===== src/rtl/bitpack_job_sched_if.sv =====
// Job scheduler bus: descriptor push, run control, status
// and the GO/DONE handshake toward the bitstream wrapper.
interface bitpack_job_sched_if #(
  parameter int DEPTH = 4,
  parameter int CNT_W = 16
);
  localparam int LW = $clog2(DEPTH) + 1;

  logic          JOB_VALID;
  logic          JOB_READY;
  logic [31:0]   JOB_SRC;
  logic [31:0]   JOB_DST;
  logic [31:0]   JOB_SIZE;
  logic          RUN_EN;
  logic          FLUSH;
  logic          ERR_CLR;
  logic          W_GO;
  logic          W_DONE;
  logic [31:0]   W_SRC;
  logic [31:0]   W_DST;
  logic [31:0]   W_SIZE;
  logic          BUSY;
  logic [LW-1:0] LEVEL;
  logic [CNT_W-1:0] DONE_COUNT;
  logic          IRQ;
  logic          ERR_ZERO;

  modport master (
    output JOB_VALID, JOB_SRC, JOB_DST, JOB_SIZE,
    output RUN_EN, FLUSH, ERR_CLR, W_DONE,
    input  JOB_READY, W_GO, W_SRC, W_DST, W_SIZE,
    input  BUSY, LEVEL, DONE_COUNT, IRQ, ERR_ZERO
  );

  modport slave (
    input  JOB_VALID, JOB_SRC, JOB_DST, JOB_SIZE,
    input  RUN_EN, FLUSH, ERR_CLR, W_DONE,
    output JOB_READY, W_GO, W_SRC, W_DST, W_SIZE,
    output BUSY, LEVEL, DONE_COUNT, IRQ, ERR_ZERO
  );
endinterface


===== src/rtl/bitpack_job_sched.sv =====
// Descriptor FIFO + launcher that runs one wrapper job
// at a time through the GO/DONE handshake.
module bitpack_job_sched #(
  parameter int DEPTH = 4,
  parameter int CNT_W = 16
) (
  input logic CLK,
  input logic RST,
  bitpack_job_sched_if.slave bus
);
  localparam int PW = $clog2(DEPTH);
  localparam int LW = PW + 1;

  typedef struct packed {
    logic [31:0] src;
    logic [31:0] dst;
    logic [31:0] size;
  } desc_t;

  typedef enum logic [1:0] {
    IDLE, LAUNCH, WAIT_ACK, WAIT_FIN
  } state_t;

  state_t        state_q, state_d;
  desc_t         mem_q [DEPTH];
  logic [PW-1:0] wr_q, rd_q;
  logic [LW-1:0] level_q, level_d;
  logic [CNT_W-1:0] cnt_q;
  logic          err_q;
  desc_t         cur_q;

  logic ready, push, push_store, pop;
  logic go, fin, irq;

  assign ready = !RST && (level_q != LW'(DEPTH))
              && !bus.FLUSH;
  assign push = bus.JOB_VALID && ready;
  assign push_store = push && (bus.JOB_SIZE != 32'd0);

  // Launch sequencing and completion detection
  always_comb begin
    state_d = state_q;
    pop = 1'b0;
    go = 1'b0;
    fin = 1'b0;
    irq = 1'b0;
    case (state_q)
      IDLE: begin
        if ((level_q != '0) && bus.RUN_EN
            && bus.W_DONE && !bus.FLUSH) begin
          pop = 1'b1;
          state_d = LAUNCH;
        end
      end
      LAUNCH: begin
        go = 1'b1;
        state_d = WAIT_ACK;
      end
      WAIT_ACK: begin
        if (!bus.W_DONE) state_d = WAIT_FIN;
      end
      WAIT_FIN: begin
        if (bus.W_DONE) begin
          fin = 1'b1;
          irq = (level_q == '0) && !push_store;
          state_d = IDLE;
        end
      end
      default: state_d = IDLE;
    endcase
  end

  // Queue occupancy; flush empties, push+pop cancels
  always_comb begin
    level_d = level_q;
    if (bus.FLUSH) begin
      level_d = '0;
    end else if (push_store && !pop) begin
      level_d = level_q + LW'(1);
    end else if (!push_store && pop) begin
      level_d = level_q - LW'(1);
    end
  end

  // Control state, pointers, counters and wrapper args
  always_ff @(posedge CLK) begin
    if (RST) begin
      state_q <= IDLE;
      wr_q    <= '0;
      rd_q    <= '0;
      level_q <= '0;
      cnt_q   <= '0;
      err_q   <= 1'b0;
      cur_q   <= '0;
    end else begin
      state_q <= state_d;
      level_q <= level_d;
      if (push_store) wr_q <= wr_q + PW'(1);
      if (bus.FLUSH) begin
        rd_q <= wr_q;
      end else if (pop) begin
        rd_q <= rd_q + PW'(1);
      end
      if (pop) cur_q <= mem_q[rd_q];
      if (fin) cnt_q <= cnt_q + CNT_W'(1);
      if (push && (bus.JOB_SIZE == 32'd0)) begin
        err_q <= 1'b1;
      end else if (bus.ERR_CLR) begin
        err_q <= 1'b0;
      end
    end
  end

  // Descriptor storage, written on accepted non-zero pushes
  always_ff @(posedge CLK) begin
    if (push_store) begin
      mem_q[wr_q] <= '{src:  bus.JOB_SRC,
                       dst:  bus.JOB_DST,
                       size: bus.JOB_SIZE};
    end
  end

  assign bus.JOB_READY  = ready;
  assign bus.W_GO       = go;
  assign bus.W_SRC      = cur_q.src;
  assign bus.W_DST      = cur_q.dst;
  assign bus.W_SIZE     = cur_q.size;
  assign bus.BUSY       = (state_q != IDLE) || (level_q != '0);
  assign bus.LEVEL      = level_q;
  assign bus.DONE_COUNT = cnt_q;
  assign bus.IRQ        = irq;
  assign bus.ERR_ZERO   = err_q;
endmodule

===== src/flat_wrapper.sv =====
// flat-port wrapper written by rule: the top's interface ports become plain ports
module bitpack_job_sched_flat 
#(
  parameter int DEPTH = 4,
  parameter int CNT_W = 16
)
  (CLK, RST, bus_JOB_VALID, bus_JOB_SRC, bus_JOB_DST, bus_JOB_SIZE, bus_RUN_EN, bus_FLUSH, bus_ERR_CLR, bus_W_DONE, bus_JOB_READY, bus_W_GO, bus_W_SRC, bus_W_DST, bus_W_SIZE, bus_BUSY, bus_LEVEL, bus_DONE_COUNT, bus_IRQ, bus_ERR_ZERO);
  bitpack_job_sched_if #(.DEPTH(DEPTH), .CNT_W(CNT_W)) bus_i ();
  input logic CLK;
  input logic RST;
  input wire logic [$bits(bus_i.JOB_VALID)-1:0] bus_JOB_VALID;
  input wire logic [$bits(bus_i.JOB_SRC)-1:0] bus_JOB_SRC;
  input wire logic [$bits(bus_i.JOB_DST)-1:0] bus_JOB_DST;
  input wire logic [$bits(bus_i.JOB_SIZE)-1:0] bus_JOB_SIZE;
  input wire logic [$bits(bus_i.RUN_EN)-1:0] bus_RUN_EN;
  input wire logic [$bits(bus_i.FLUSH)-1:0] bus_FLUSH;
  input wire logic [$bits(bus_i.ERR_CLR)-1:0] bus_ERR_CLR;
  input wire logic [$bits(bus_i.W_DONE)-1:0] bus_W_DONE;
  output wire logic [$bits(bus_i.JOB_READY)-1:0] bus_JOB_READY;
  output wire logic [$bits(bus_i.W_GO)-1:0] bus_W_GO;
  output wire logic [$bits(bus_i.W_SRC)-1:0] bus_W_SRC;
  output wire logic [$bits(bus_i.W_DST)-1:0] bus_W_DST;
  output wire logic [$bits(bus_i.W_SIZE)-1:0] bus_W_SIZE;
  output wire logic [$bits(bus_i.BUSY)-1:0] bus_BUSY;
  output wire logic [$bits(bus_i.LEVEL)-1:0] bus_LEVEL;
  output wire logic [$bits(bus_i.DONE_COUNT)-1:0] bus_DONE_COUNT;
  output wire logic [$bits(bus_i.IRQ)-1:0] bus_IRQ;
  output wire logic [$bits(bus_i.ERR_ZERO)-1:0] bus_ERR_ZERO;
  assign bus_i.JOB_VALID = bus_JOB_VALID;
  assign bus_i.JOB_SRC = bus_JOB_SRC;
  assign bus_i.JOB_DST = bus_JOB_DST;
  assign bus_i.JOB_SIZE = bus_JOB_SIZE;
  assign bus_i.RUN_EN = bus_RUN_EN;
  assign bus_i.FLUSH = bus_FLUSH;
  assign bus_i.ERR_CLR = bus_ERR_CLR;
  assign bus_i.W_DONE = bus_W_DONE;
  assign bus_JOB_READY = bus_i.JOB_READY;
  assign bus_W_GO = bus_i.W_GO;
  assign bus_W_SRC = bus_i.W_SRC;
  assign bus_W_DST = bus_i.W_DST;
  assign bus_W_SIZE = bus_i.W_SIZE;
  assign bus_BUSY = bus_i.BUSY;
  assign bus_LEVEL = bus_i.LEVEL;
  assign bus_DONE_COUNT = bus_i.DONE_COUNT;
  assign bus_IRQ = bus_i.IRQ;
  assign bus_ERR_ZERO = bus_i.ERR_ZERO;
  bitpack_job_sched #(.DEPTH(DEPTH), .CNT_W(CNT_W)) u_core (.CLK(CLK), .RST(RST), .bus(bus_i));
endmodule

===== config.mk =====
export PLATFORM = sky130hd
export DESIGN_NAME = bitpack_job_sched_flat
export DESIGN_NICKNAME = d
export VERILOG_FILES = /design/src/rtl/bitpack_job_sched_if.sv /design/src/rtl/bitpack_job_sched.sv /design/src/flat_wrapper.sv
export SDC_FILE = /design/constraint.sdc
export NUM_CORES = 1
export LEC_CHECK = 0
export CORE_ASPECT_RATIO = 0.5
export CORE_MARGIN = 2
export CORE_UTILIZATION = 55
export CTS_BUF_LIST = sky130_fd_sc_hd__clkbuf_4 sky130_fd_sc_hd__clkbuf_8
export CTS_CLUSTER_DIAMETER = 100
export DETAILED_ROUTE_END_ITERATION = 8
export GPL_ROUTABILITY_DRIVEN = 0
export HOLD_SLACK_MARGIN = 0.02
export PLACE_DENSITY = 0.86
export SLEW_MARGIN = 20
export SYNTH_ARGS = -nofsm -noshare
export SYNTH_HDL_FRONTEND = slang
export SYNTH_SLANG_ARGS = --single-unit

===== constraint.sdc =====
create_clock -name CLK -period 10.28 [get_ports CLK]
set_input_delay 1.028 -clock CLK [delete_from_list [all_inputs] [get_ports CLK]]
set_output_delay 1.028 -clock CLK [all_outputs]
set_load 0.02 [all_outputs]

Word level (Yosys, flattened, before mapping)
Memory sizes are Yosys's and may differ from the RTL's. A register that Yosys moved wholly into a read port is not among the register bits.
Index checks and enable logic that the tools add are counted.

operators by class
  reduce and logical (&&, ||, !) cells = 27
  muxes and demuxes = 19
  equal/unequal tests = 7
  $add $sub $neg = 5

operators by type and width
  kind                   number
  $logic_not 32->1       1
  $reduce_bool 32->1     1
  $add 16x1->16 const B  1
  $logic_and 1x1->1      11
  $mux 1                 11
  $mux 2                 5
  $pmux 2 s4             1
  $reduce_bool 2->1      4
  $mux 3                 2
  $add 2x1->2 const B    2
  $eq 2x2->1 const B     2
  $logic_not 1->1        4
  $ne 2x2->1 const B     2
  $add 3x1->3 const B    1
  $logic_not 3->1        1
  $ne 3x3->1 const B     1
  $reduce_and 3->1       1
  $reduce_bool 3->1      1
  $sub 3x1->3 const B    1
  $eq 2x1->1 const B     1
  $logic_not 2->1        1
  $ne 2x1->1 const B     1
  $reduce_or 2->1        1
  $logic_or 1x1->1       1

storage, ports and cells
  memories kept = 1
  output and inout port bits = 120
  input bits = 103
  register bits after elaboration = 26
  bits in writable memories = 384

memory list
  memory        depth  bits a word  rd ports  clocked after memory_dff  write ports  RTL line                 text
  u_core.mem_q  4      96           1         1                         1            bitpack_job_sched.sv:25  desc_t mem_q [DEPTH];

Longest topological paths before layout
Gate-level depths: netlist of the first run.

  word-level depth = 9
  depth in mapped cells = 13
  mapped depth without buffers = 11

Least setup slack after synthesis of the first run
OpenSTA, ideal clock, no wires.

  path type = in2reg
  start = input port RST
  end = memory u_core.mem_q[0][0] in the netlist's numbering (enable)
  stages on the path = 5
  path buffers = 1
  path slack = 5.719 ns
  data required time = 9.814 ns
  data arrival time = 4.095 ns
  path through = clkbuf_1 > a2111o_1 > o21bai_1 > inv_1 > and2_1

between the ends
  cells in the longest elaborated chain, start to end = 7

ends and longest elaborated chain
  element                       RTL line                  text
  from (decl)                   flat_wrapper.sv:10        input logic RST;
  $logic_not 1->1               bitpack_job_sched.sv:35   assign ready = !RST && (level_q != LW'(DEPTH))
  $logic_and 1x1->1             bitpack_job_sched.sv:35
  $logic_and 1x1->1             bitpack_job_sched.sv:36   && !bus.FLUSH;
  $logic_and 1x1->1             bitpack_job_sched.sv:37   assign push = bus.JOB_VALID && ready;
  $logic_and 1x1->1             bitpack_job_sched.sv:38   assign push_store = push && (bus.JOB_SIZE != 32'd0);
  net u_core.push_store         bitpack_job_sched.sv:32   logic ready, push, push_store, pop;
  $mux 1                        bitpack_job_sched.sv:116  if (push_store) begin
  $mux 1 (implied by the code)  bitpack_job_sched.sv:117  mem_q[wr_q] <= '{src: bus.JOB_SRC,
  to (decl)                     bitpack_job_sched.sv:25

The timed path passes the listed nets, and every way through them passes these cells.

Worst setup path after layout of the first run
  start = input port bus_JOB_SIZE[10]
  end = output port bus_IRQ

between the ends
  cells in the longest elaborated chain, start to end = 6

ends and longest elaborated chain
  element                RTL line                 text
  from (decl)            flat_wrapper.sv:14       input wire logic [$bits(bus_i.JOB_SIZE)-1:0] bus_JOB_SIZE;
  $reduce_bool 32->1     bitpack_job_sched.sv:38
  $logic_and 1x1->1      bitpack_job_sched.sv:38
  net u_core.push_store  bitpack_job_sched.sv:32
  $logic_not 1->1        bitpack_job_sched.sv:65  irq = (level_q == '0) && !push_store;
  $logic_and 1x1->1      bitpack_job_sched.sv:65
  $mux 1                 bitpack_job_sched.sv:63  if (bus.W_DONE) begin
  $mux 1                 bitpack_job_sched.sv:47  case (state_q)
  to (decl)              flat_wrapper.sv:27       output wire logic [$bits(bus_i.IRQ)-1:0] bus_IRQ;

The timed path passes the listed nets, and every way through them passes these cells.

==> results list, run 1 <==
- Run status: finished clean
- Number of nets in the synthesized netlist: 1202
- Number of DRC markers after the initial detailed-route iteration: 786
- After detailed routing, the number of remaining DRC violations is 0.
* Worst clock skew on the final layout: 0.03406 ns
- Share of post-route cells with drive strength above 1: 16.86%
- The library cell used most frequently in the layout, excluding fill and tap cells, is sky130_fd_sc_hd__edfxtp_1.
- Rel. slew slack: 26.34%
- Top layer used by detailed routing: met4
- Die Ht: 133.9 µm
- Count of flip-flops with a built-in enable after synthesis: 384
- In this run the power density over the cells is 178.8 nW/µm².
- During I/O placement, the number of pins put on the boundary was 223.
- Average size of a mapped cell: 17.08 µm²
* Required @ worst endpoint: 9.25 ns
- Post-CTS clock slew at the launch and capture registers of the worst setup and hold paths: 0.06 ns
* Count of different cell masters after synthesis: 42
- In the layout the commonest cells are sky130_fd_sc_hd__edfxtp_1, sky130_fd_sc_hd__clkdlybuf4s50_1, sky130_fd_sc_hd__nand2_1, sky130_fd_sc_hd__dfxtp_1, sky130_fd_sc_hd__a21oi_1.
* Cell area after technology mapping: 18570 µm²
* Number of port buffers: 222
* Proportion of register bits with asynchronous set or reset after synthesis: 0%
- Sequential share of the synthesized area: 75.25%
- Max-capacitance violation count: 0
* Reg-to-reg endpoint: u_core.mem_q[1][46]
- Clock tree buffer depth: 3
- Data arrival at the endpoint of the critical path: 4.31 ns
- Hold Path Sink: u_core.bus.W_DST[6]
- Nature of the critical path endpoint: output port
- Setup repair after global routing missed its margin: no
* Number of placement rows: 47
- Metal-1 WL: 14.72 mm
- The number of antenna violations at the first check in global routing came to 2.
* Startpoint kind of the worst setup timing path: primary input
- Period utilization: 51.89%
- Net count of the finished layout: 1443
- Post-CTS Hold Buffers: 0
* Core ar.: 33170 µm²
* Register bit count reported by yosys: 506
* Post-CTS setup repair buffer count: 0
- Setup slack on the critical path of the routed design comes to 4.946 ns.
- After detailed routing, the number of vias per cell comes to 5.742.
* Number of buffers inserted during clock tree synthesis: 69
- Once detail routing completed, the nets flagged for antenna violations numbered 0.
- The final count of pins violating max slew is 0.
* CTS Sinks: 506
- CTS tree: done
* Reg2reg start: u_core.bus.LEVEL[0]
- Wire per inst: 22.00 µm
- Top flip-flop cell by instance count after synthesis: sky130_fd_sc_hd__edfxtp_1
- Setup slack after placement: 4.894 ns
- Worst IR Drop VDD: 0.07626 mV
- Biggest fanout along the worst timing path: 6
- Reg2Reg Setup Slack: 6.93 ns
- Peak clock frequency supported by timing: 187.5 MHz
* Wire length of the first global-routing pass: 61.67 mm
- Number of cells traversed by the worst hold path: 2
- Detailed-routed wire length on met2: 21.42 mm
- Entering global routing, the biggest net connects 99 pins.
- The die covers 35340 µm².
- LEAKAGE: 7.117 nW
- Clock latency on the worst-skew pair: 0.62 ns
- Clock tree synthesis selected as its root buffer the cell sky130_fd_sc_hd__clkbuf_8.
- The hold violation count in the final report is 0.
* Number of levels in the clock H-tree: 3
- Initial core utilization: 55.99%
- Final setup viols: 0
- Routed wire length on met3: 2.282 mm
- The routed layout has 10479 vias.
- Slew at the pin with the worst max-slew slack: 1.105 ns
- Post-Synthesis Cells: 1087
- Chip width: 263.9 µm
- The routed design has 40.14 mm of wire.
* All-Layer GR Usage: 23.12%
- Hold path start: u_core.bus.W_DST[6]
- The worst setup path is of the in2out kind.
* Estimated wirelength of the detail-placed design: 24.11 mm
- Warnings from Yosys: 0
- Final TNS setup: 0 ns
* Total global routing overflow: 0
* Count of instances resized after the clock tree is built: 0
- Detailed-routing iteration count for the pre-antenna-repair pass: 7
- The worst path in the final design needs a cycle of 5.334 ns, including I/O delays and setup.
- Via count of the first global-routing pass: 11029
- The worst hold path belongs to the class reg2reg.
- The area growth from synthesis to layout is 21.44%.
- Counting cells, the worst reg-to-reg path comes to 6.
[cells in the mapped netlist (all sizes together), types with 2 or more instances]
master | number | area, µm²
nor3 | 5 | 25.02
or3 | 3 | 23.77
o21ai | 3 | 15.01
nand4 | 7 | 43.79
mux2 | 2 | 22.52
clkbuf | 28 | 105.1
or4 | 3 | 22.52
xnor2 | 3 | 26.28
ha | 11 | 137.6
and2 | 5 | 31.28
dfxtp | 122 | 2442
o31ai | 3 | 22.52
xor2 | 12 | 105.1
mux2i | 3 | 30.03
a21oi | 106 | 530.5
nor4 | 9 | 56.30
edfxtp | 384 | 11530
nor2 | 14 | 52.55
buf | 33 | 193.9
nand3 | 7 | 35.03
mux4 | 96 | 2162
and3 | 3 | 18.77
o21a | 2 | 15.01
and4 | 3 | 26.28
inv | 8 | 30.03
nand2 | 200 | 750.7
[critical path, cell delays in order]
cell and delay (ns):
sky130_fd_sc_hd__clkdlybuf4s50_1 0.50, sky130_fd_sc_hd__nor4_1 0.92, sky130_fd_sc_hd__nand4_1 0.32, sky130_fd_sc_hd__o21bai_1 0.34, sky130_fd_sc_hd__inv_1 0.20, sky130_fd_sc_hd__nor3_1 0.32, sky130_fd_sc_hd__clkdlybuf4s50_1 0.67
[routing by layer]
layer,GRT usage (%),vias to the layer above
met5,0,-
met4,11.46,0
met3,5.342,99
met2,41.13,389
met1,26.77,5352
li1,-,4639
[worst max path at each step]
stage / startpoint / to / cells after the start / slack [ns]
final: bus_JOB_SIZE[10] / bus_IRQ / 7 / 4.95
after global routing: bus_JOB_SIZE[10] / bus_IRQ / 7 / 4.74
after CTS: bus_JOB_SIZE[10] / bus_IRQ / 7 / 4.85
after detailed placement: bus_JOB_SIZE[10] / bus_IRQ / 7 / 4.89
after global placement: bus_JOB_SIZE[10] / bus_IRQ / 7 / 4.96
after floorplan: RST / u_core.mem_q[0][0] / 5 / 5.72
[through the flow]
step                      cells  hold WS [ns]  power, mW  area [µm²]  util [%]
after detailed placement   1698        0.4478      2.529       21130     63.71
final                      1825        0.4551      4.032       22550     67.99
after global routing       1825        0.4797      4.153       22550     67.99
after floorplan            1087        0.4687      2.421       18570         -
after global placement     1698        0.4428      2.518       21130     63.71
after CTS                  1823        0.4577      4.056       22550     67.98
[layout make-up]
type                            instances  area, µm²
Timing Repair Buffer                  231       2287
Tap cell                              441      551.8
Fill cell                            2032      10620
Sequential cell                       506      13980
Multi-Input combinational cell        511       4273
Clock buffer                          103       1280
Antenna cell                            2      5.005
Inverter                                9      38.79
Clock inverter                         22      133.9
[where the power goes]
| part | switching, mW | total (mW) | internal [mW] |
|---|---|---|---|
| Clock | 0.721 | 1.55 | 0.826 |
| Combinational | 0.121 | 0.240 | 0.120 |
| Sequential | 0.0178 | 2.24 | 2.23 |
| Total | 0.859 | 4.03 | 3.17 |
[logic make-up (layout without fill, tap and decap cells)]
family | count (synthesis) | after routing | synth area share [%]
xor gates and xnor gates | 15 | 15 | 0.7075
DFF | 506 | 506 | 75.25
muxes | 101 | 101 | 11.93
and+or+nand+nor | 263 | 263 | 6.017
other | 0 | 2 | 0
buffers and inverters | 70 | 365 | 1.819
adders and majority gates | 12 | 12 | 0.8490
AOI/OAI and AO/OA | 120 | 120 | 3.430
[flip-flops by register name, indices dropped and copies added (netlist names)]
| register | flops |
|---|---|
| u_core.bus.DONE_COUNT | 16 |
| u_core.bus.ERR_ZERO | 1 |
| u_core.bus.LEVEL | 3 |
| u_core.bus.W_DST | 32 |
| u_core.bus.W_SIZE | 32 |
| u_core.bus.W_SRC | 32 |
| u_core.mem_q | 384 |
| u_core.rd_q | 2 |
| u_core.state_q | 2 |
| u_core.wr_q | 2 |
No activity file was read; power rests on OpenSTA's default activity.
==> inputs of run 2 (changes only) <==
clock period = 5.6 ns   (was 10.28 ns; I/O delays follow)
==> run 2 against run 1 <==
- wire length up 4.9%
- critical path depth unchanged
- highest routed layer unchanged
- core utilization up 0.23 points
- sequential power up 84%
- sequential share of layout area down 0.21 points
- worst hold slack worse by 0.00078 ns
- global-route usage up 0.79 points
- critical endpoint unchanged
- flip-flop and latch count unchanged
==> results list, run 2 (synthesis results as in run 1) <==
* Drc violations: 0 (unchanged)
* Boundary pin count: 223 (unchanged)
- The starting DRC count in detailed routing was 854 (+8.7%).
- Number of port buffers: 222 (unchanged)
* Vias per std cell: 5.800 (+1.0%)
- The signal on the critical path passes through clkdlybuf4s50_1, nor4_1, nand4_1, o21bai_1, inv_1, nor3_1, clkdlybuf4s50_1.
- Wire per inst: 23.03 µm (+4.7%)
* Wire length of the first global-routing pass: 63.57 mm (+3.1%)
* Worst IR Drop VDD: 0.1720 mV (+130%)
* Largest delay contributor family on the critical path: buffers and inverters
- Die Ht: 133.9 µm (unchanged)
- The count of endpoints failing setup in the final report was 0 (unchanged).
* Number of buffers inserted during clock tree synthesis: 68 (-1.4%)
- The total leakage power was 7.154 nW (+0.52%).
* Reg2reg start: u_core.bus.LEVEL[0]
* Number of placement rows: 47 (unchanged)
- Rel. slew slack: 26.73% (+0.39 points)
- The number of nets in the layout was 1444 (+0.069%).
- Data arrival at the endpoint of the critical path: 3.50 ns (-0.81 ns)
- Ranked by flip-flop count, first place goes to u_core.mem_q.
* Post-CTS clock slew at the launch and capture registers of the worst setup and hold paths: 0.06 ns (about the same)
* Area delta synth->final: 21.86%
* Share of post-route cells with drive strength above 1: 17.33% (+0.47 points)
* Capture point of the critical path: bus_IRQ
- Clock tree buffer depth: 3 (unchanged)
- Peak clock frequency supported by timing: 246.3 MHz
- Setup repair after global routing left no endpoint under its margin.
* Inst Count DP: 1699 (+0.059%)
- Critical Setup Path Class: in2out
* Count of final hold-check violations: 0 (unchanged)
- Nature of the critical path endpoint: output port
* Core ar.: 33170 µm² (unchanged)
* Slowest cell on the critical path: sky130_fd_sc_hd__clkdlybuf4s50_1
* Die outline area: 35340 µm² (unchanged)
* Type of the worst min-delay path: reg2reg
* Total global routing overflow: 0 (unchanged)
* Cell occurring most often along the worst timing path: sky130_fd_sc_hd__clkdlybuf4s50_1
* Fill cell instance count of the final layout: 1980 (-2.6%)
- The power density over cell area was 330.3 nW/µm² (+85%).
* Minimum clock period: 4.060 ns
- Of the available clock period, the critical path in the final layout requires 72.49%.
- Post-CTS Hold Buffers: 0 (unchanged)
- Required @ worst endpoint: 5.04 ns (-4.21 ns)
* Number of levels in the clock H-tree: 3 (unchanged)
- The number of vias in the routed layout came to 10602 (+1.2%).
* Delay contributed by the slowest stage of the critical path: 0.68 ns (-0.24 ns)
- The flow ran to the end, and the final reports show no timing, DRC or antenna violations.
* CP Launch Point: bus_JOB_SIZE[11]
* Startpoint kind of the worst setup timing path: primary input
- The effective utilization at floorplan is 55.99% (unchanged).
- Reg2Reg Setup Slack: 2.19 ns (-4.74 ns)
- The pin count of the biggest net entering global routing is 98 (-1.0%).
- Final TNS setup: 0 ns (unchanged)
* Overall power consumption: 7.474 mW (+85%)
* Reg-to-reg endpoint: u_core.mem_q[0][33]
- The number of flip-flops in the largest register was 384 (unchanged).
* Residual antenna-violating net count after detailed routing: 0 (unchanged)
* Via count of the first global-routing pass: 11156 (+1.2%)
- The number of logic stages on the critical path including buffering came to 7 (unchanged).
- The post-placement cell area was 21150 µm² (about the same).
* Total wire length: 42.09 mm (+4.9%)
- The estimated wirelength of the detail-placed design is 24.63 mm (+2.2%).
* Buffers plus inverters on the worst setup path: 3 (unchanged)
- The clock latency of the later-clocked register in the worst-skew pair is 0.63 ns (about the same).
- Number of cells traversed by the worst hold path: 2 (unchanged)
* R2R cell count: 6 (unchanged)
- Commonest cells after routing, fill and taps aside: sky130_fd_sc_hd__edfxtp_1, sky130_fd_sc_hd__clkdlybuf4s50_1, sky130_fd_sc_hd__nand2_1, sky130_fd_sc_hd__dfxtp_1, sky130_fd_sc_hd__a21oi_1
- Post-CTS setup repair buffer count: 0 (unchanged)
- The measured slew at the worst slew-check pin was 1.099 ns (-0.005852 ns).
- The post-route standard cell area excluding fillers is 22630 µm² (+0.34%).
* Post-route non-filler standard cell count: 1828 (+0.16%)
- Max-capacitance violation count: 0 (unchanged)
- CTS tree: done
- Most frequent standard cell in the layout excluding fill and tap cells: sky130_fd_sc_hd__edfxtp_1
* Biggest fanout along the worst timing path: 6 (unchanged)
* Cell at the root of the clock tree: sky130_fd_sc_hd__clkbuf_8
* Chip width: 263.9 µm (unchanged)
- CTS Sinks: 506 (unchanged)
- The global router's overall resource usage came to 23.91% (+0.79 points).
- Detailed-routing iteration count for the pre-antenna-repair pass: 5 (-2)
- Final Max Tran Viols: 0 (unchanged)
* Count of instances resized after the clock tree is built: 0 (unchanged)
- The number of antenna violations at the first check in global routing is 2 (unchanged).
* Final core area utilization: 68.22% (+0.23 points)
- The final clock skew was 0.03100 ns (-0.003063 ns).
run 2: cell count changes in the layout (fill, tap and decap cells not counted), moves of 2 or more:
cell                       delta
sky130_fd_sc_hd__clkbuf_4     +7
sky130_fd_sc_hd__clkinv_1     -4
sky130_fd_sc_hd__clkinv_2     -3
sky130_fd_sc_hd__clkbuf_8     -2
sky130_fd_sc_hd__inv_8        +2
run 2: worst reg2reg max path: cells and delay by family (launching register included):
family	cells	cell delay (ns)
AOI/OAI and AO/OA	2	0.69
buffers and inverters	2	0.83
DFF	1	0.44
and+or+nand+nor	2	1.06
run 2: routing by layer:
layer  vias to the layer above  part of all wire (%)  routed length, µm  global-route usage, %
met1                      5457                    37              15520                  27.56
met2                       405                    54              22750                  43.78
li1                       4647                     -                  -                      -
met5                         -                     0                  0                      0
met4                         0                   3.3               1386                  9.596
met3                        93                   5.8               2442                  5.453
run 2: metrics by stage:
stage	hold slack, ns	setup slack (ns)
finish	0.4543	1.540
global route	0.4763	1.361
CTS	0.4570	1.582
detailed placement	0.4487	1.648
global placement	0.4423	1.677
floorplan	0.4687	1.495
run 2: layout make-up:
type	count	area (µm²)	area share (%)
repair buffers	233	2338	10.33
inverters	9	38.79	0.1714
diodes	2	5.005	0.02212
clock inverters	18	135.1	0.5972
multi-input cells	511	4273	18.88
flip-flops and latches	506	13980	61.79
well taps	441	551.8	2.438
clock buffers	108	1305	5.767
run 2: how the worst min path moves through the flow:
| stage | startpoint | end | slack (ns) |
|---|---|---|---|
| global route | u_core.bus.W_SRC[28] | u_core.bus.W_SRC[28] | 0.48 |
| finish | u_core.bus.W_SRC[28] | u_core.bus.W_SRC[28] | 0.45 |
| global placement | u_core.bus.W_SRC[8] | u_core.bus.W_SRC[8] | 0.44 |
| CTS | u_core.bus.W_SRC[28] | u_core.bus.W_SRC[28] | 0.46 |
| floorplan | u_core.wr_q[0] | u_core.wr_q[0] | 0.47 |
| detailed placement | u_core.bus.W_SRC[28] | u_core.bus.W_SRC[28] | 0.45 |
run 2: power by group:
part | switching [mW] | internal, mW
logic | 0.219 | 0.220
registers | 0.0438 | 4.09
clock network | 1.36 | 1.54
total | 1.62 | 5.85
==> inputs of run 3 (changes only) <==
clock period = 4 ns   (was 5.6 ns; I/O delays follow)
==> run 3 against run 2 <==
- non-clock buffer count is 6 higher
- global-route usage is 0.99 points lower
- total power is 38% higher
- combinational power is 40% higher
- clock power is 35% higher
- critical path depth stayed put
- first-iteration DRC count is 13% lower
- final area hardly changed
- clock-buffer cell count is 1 lower
- worst hold slack worse by 0.21 ns
- sequential power is 40% higher
==> results list, run 3 (synthesis results as in run 1) <==
- The largest stage delay on the critical path came to 0.68 ns (about the same).
* Slew at the pin with the worst max-slew slack: 1.095 ns (-0.004344 ns)
- R2R cell count: 6 (unchanged)
- The tree is rooted in a sky130_fd_sc_hd__clkbuf_8.
* Post-CTS clock slew at the launch and capture registers of the worst setup and hold paths: 0.06 ns (about the same)
- Of the available clock period, the critical path in the final layout requires 92.43%.
* Number of DRC markers after the initial detailed-route iteration: 747 (-13%)
* Wire per inst: 22.09 µm (-4.1%)
* Area delta synth->final: 21.98% (about the same)
- The max-capacitance violation count was 0 (unchanged).
- The clock latency of the later-clocked register in the worst-skew pair was 0.63 ns (about the same).
- Broken down by cell family, the worst path's largest delay share belongs to buffers and inverters.
- The number of logic stages on the critical path including buffering is 7 (unchanged).
* Number of cells traversed by the worst hold path: 2 (unchanged)
- Minimum clock period: 3.697 ns
- Ratio of total power to cell area: 454.8 nW/µm² (+38%)
* Via count of the first global-routing pass: 10907 (-2.2%)
- Number of port buffers: 222 (unchanged)
* Biggest fanout along the worst timing path: 6 (unchanged)
- STA classifies the critical path endpoint as an output port.
- The final clock skew is 0.02899 ns (-0.002014 ns).
- The number of vias in the routed layout was 10330 (-2.6%).
- Post-CTS Hold Buffers: 0 (unchanged)
- Vias per std cell: 5.629 (-2.9%)
- The critical path is of the in2out type.
- The total congestion overflow after global routing was 0 (unchanged).
- Register with the most flip-flops: u_core.mem_q
* Buffers plus inverters on the worst setup path: 3 (unchanged)
- The filler cell count came to 2047 (+3.4%).
- Run status: finished clean
- Chip width: 263.9 µm (unchanged)
- Total placed instance area: 21260 µm² (+0.52%)
* Sequential standard cell area: 13980 µm² (unchanged)
- Post-CTS setup repair buffer count: 0 (unchanged)
- The overall power was 10.30 mW (+38%).
- Setup repair after global routing left no endpoint under its margin.
- Post-Layout Inst Area: 22650 µm² (about the same)
- The final-layout worst hold slack was 0.2440 ns (-0.2103 ns).
- The number of sinks on the clock net was 506 (unchanged).
- Detailed-routing iteration count for the pre-antenna-repair pass: 5 (unchanged)
* Initial core utilization: 55.99% (unchanged)
- CTS tree: done
- Total wire length: 40.54 mm (-3.7%)
- The global router's overall resource usage was 22.92% (-0.99 points).
- Startpoint kind of the worst setup timing path: primary input
- Share of post-route cells with drive strength above 1: 17.64% (+0.31 points)
* Die outline area: 35340 µm² (unchanged)
- The remaining max-slew budget at the tightest pin came to 27.02% (+0.29 points).
- The hold violation count in the final report came to 0 (unchanged).
- The total clock buffers created by CTS is 69 (+1.5%).
- Leaving out fill and tap cells, the most frequent cell in the layout is sky130_fd_sc_hd__edfxtp_1.
* Commonest cells after routing, fill and taps aside: sky130_fd_sc_hd__edfxtp_1, sky130_fd_sc_hd__clkdlybuf4s50_1, sky130_fd_sc_hd__nand2_1, sky130_fd_sc_hd__dfxtp_1, sky130_fd_sc_hd__a21oi_1
- The number of placement rows is 47 (unchanged).
* Final setup viols: 0 (unchanged)
* Type of the worst min-delay path: in2reg
- Area occupied by multi-input gates: 4273 µm² (unchanged)
- The estimated wirelength of the detail-placed design was 24.60 mm (-0.15%).
- Required @ worst endpoint: 3.60 ns (-1.44 ns)
- The final setup TNS was 0 ns (unchanged).
- Clock tree buffer depth: 3 (unchanged)
* Worst IR Drop VDD: 0.2373 mV (+38%)
- Die Ht: 133.9 µm (unchanged)
- The post-cts gate resize count was 0 (unchanged).
- The total leakage power came to 7.159 nW (about the same).
- The number of flip-flops in the largest register is 384 (unchanged).
* Largest net degree at the start of global routing: 83 (-15%)
- The number of nets in the layout is 1451 (+0.48%).
* Wire length of the first global-routing pass: 60.93 mm (-4.2%)
- The total number of H-tree levels came to 3 (unchanged).
- The number of antenna violations at the first check in global routing came to 5 (+3).
- Drc violations: 0 (unchanged)
- Among the stages of the critical path, the cell type that occurs most often is sky130_fd_sc_hd__clkdlybuf4s50_1.
- Traced cell by cell, the critical path runs through clkdlybuf4s50_1, nor4_1, nand4_1, o21bai_1, inv_1, nor3_1, clkdlybuf4s50_1.
* Residual antenna-violating net count after detailed routing: 0 (unchanged)
- The core area was 33170 µm² (unchanged).
* Data arrival at the endpoint of the critical path: 3.30 ns (-0.20 ns)
* Final Max Tran Viols: 0 (unchanged)
* Peak clock frequency supported by timing: 270.5 MHz
- The slowest stage of the critical path is the sky130_fd_sc_hd__clkdlybuf4s50_1 cell.
- The number of placed I/O pins was 223 (unchanged).
[run 3: per-layer routing]
metal | track usage, % | vias up | wire length (µm)
li1 | - | 4657 | -
met1 | 27.28 | 5238 | 15740
met2 | 39.75 | 339 | 20870
met3 | 5.306 | 96 | 2150
met4 | 11.74 | 0 | 1790
met5 | 0 | - | 0
[run 3: cell type report]
| type | instances | area share (%) |
|---|---|---|
| antenna | 5 | 0.05524 |
| clock buffer | 107 | 5.673 |
| clock inverter | 17 | 0.4032 |
| inverter | 9 | 0.1712 |
| multi-input combinational | 511 | 18.86 |
| sequential | 506 | 61.72 |
| tap | 441 | 2.436 |
| timing repair buffer | 239 | 10.67 |
[run 3: path summary, 6_finish.rpt]
kind | end | slack (ns) | startpoint
min | u_core.bus.DONE_COUNT[6] | 0.24 | RST
max | bus_IRQ | 0.30 | bus_JOB_SIZE[17]
min reg2reg | u_core.bus.W_DST[25] | 0.45 | u_core.bus.W_DST[25]
max reg2reg | u_core.mem_q[1][23] | 1.03 | u_core.bus.LEVEL[1]
[run 3: per-stage QoR]
step / std cells / utilization, % / worst slack, ns
final: 1835 / 68.29 / 0.3029
after global routing: 1835 / 68.29 / 0.1445
after CTS: 1830 / 68.25 / 0.3499
after detailed placement: 1706 / 64.11 / 0.3581
after global placement: 1705 / 64.02 / 0.3990
after floorplan: 1087 / - / 0.9596
[run 3: power breakdown]
part / switching [mW] / internal [mW]
Clock: 1.86 / 2.05
Combinational: 0.302 / 0.313
Sequential: 0.0557 / 5.72
Total: 2.21 / 8.09
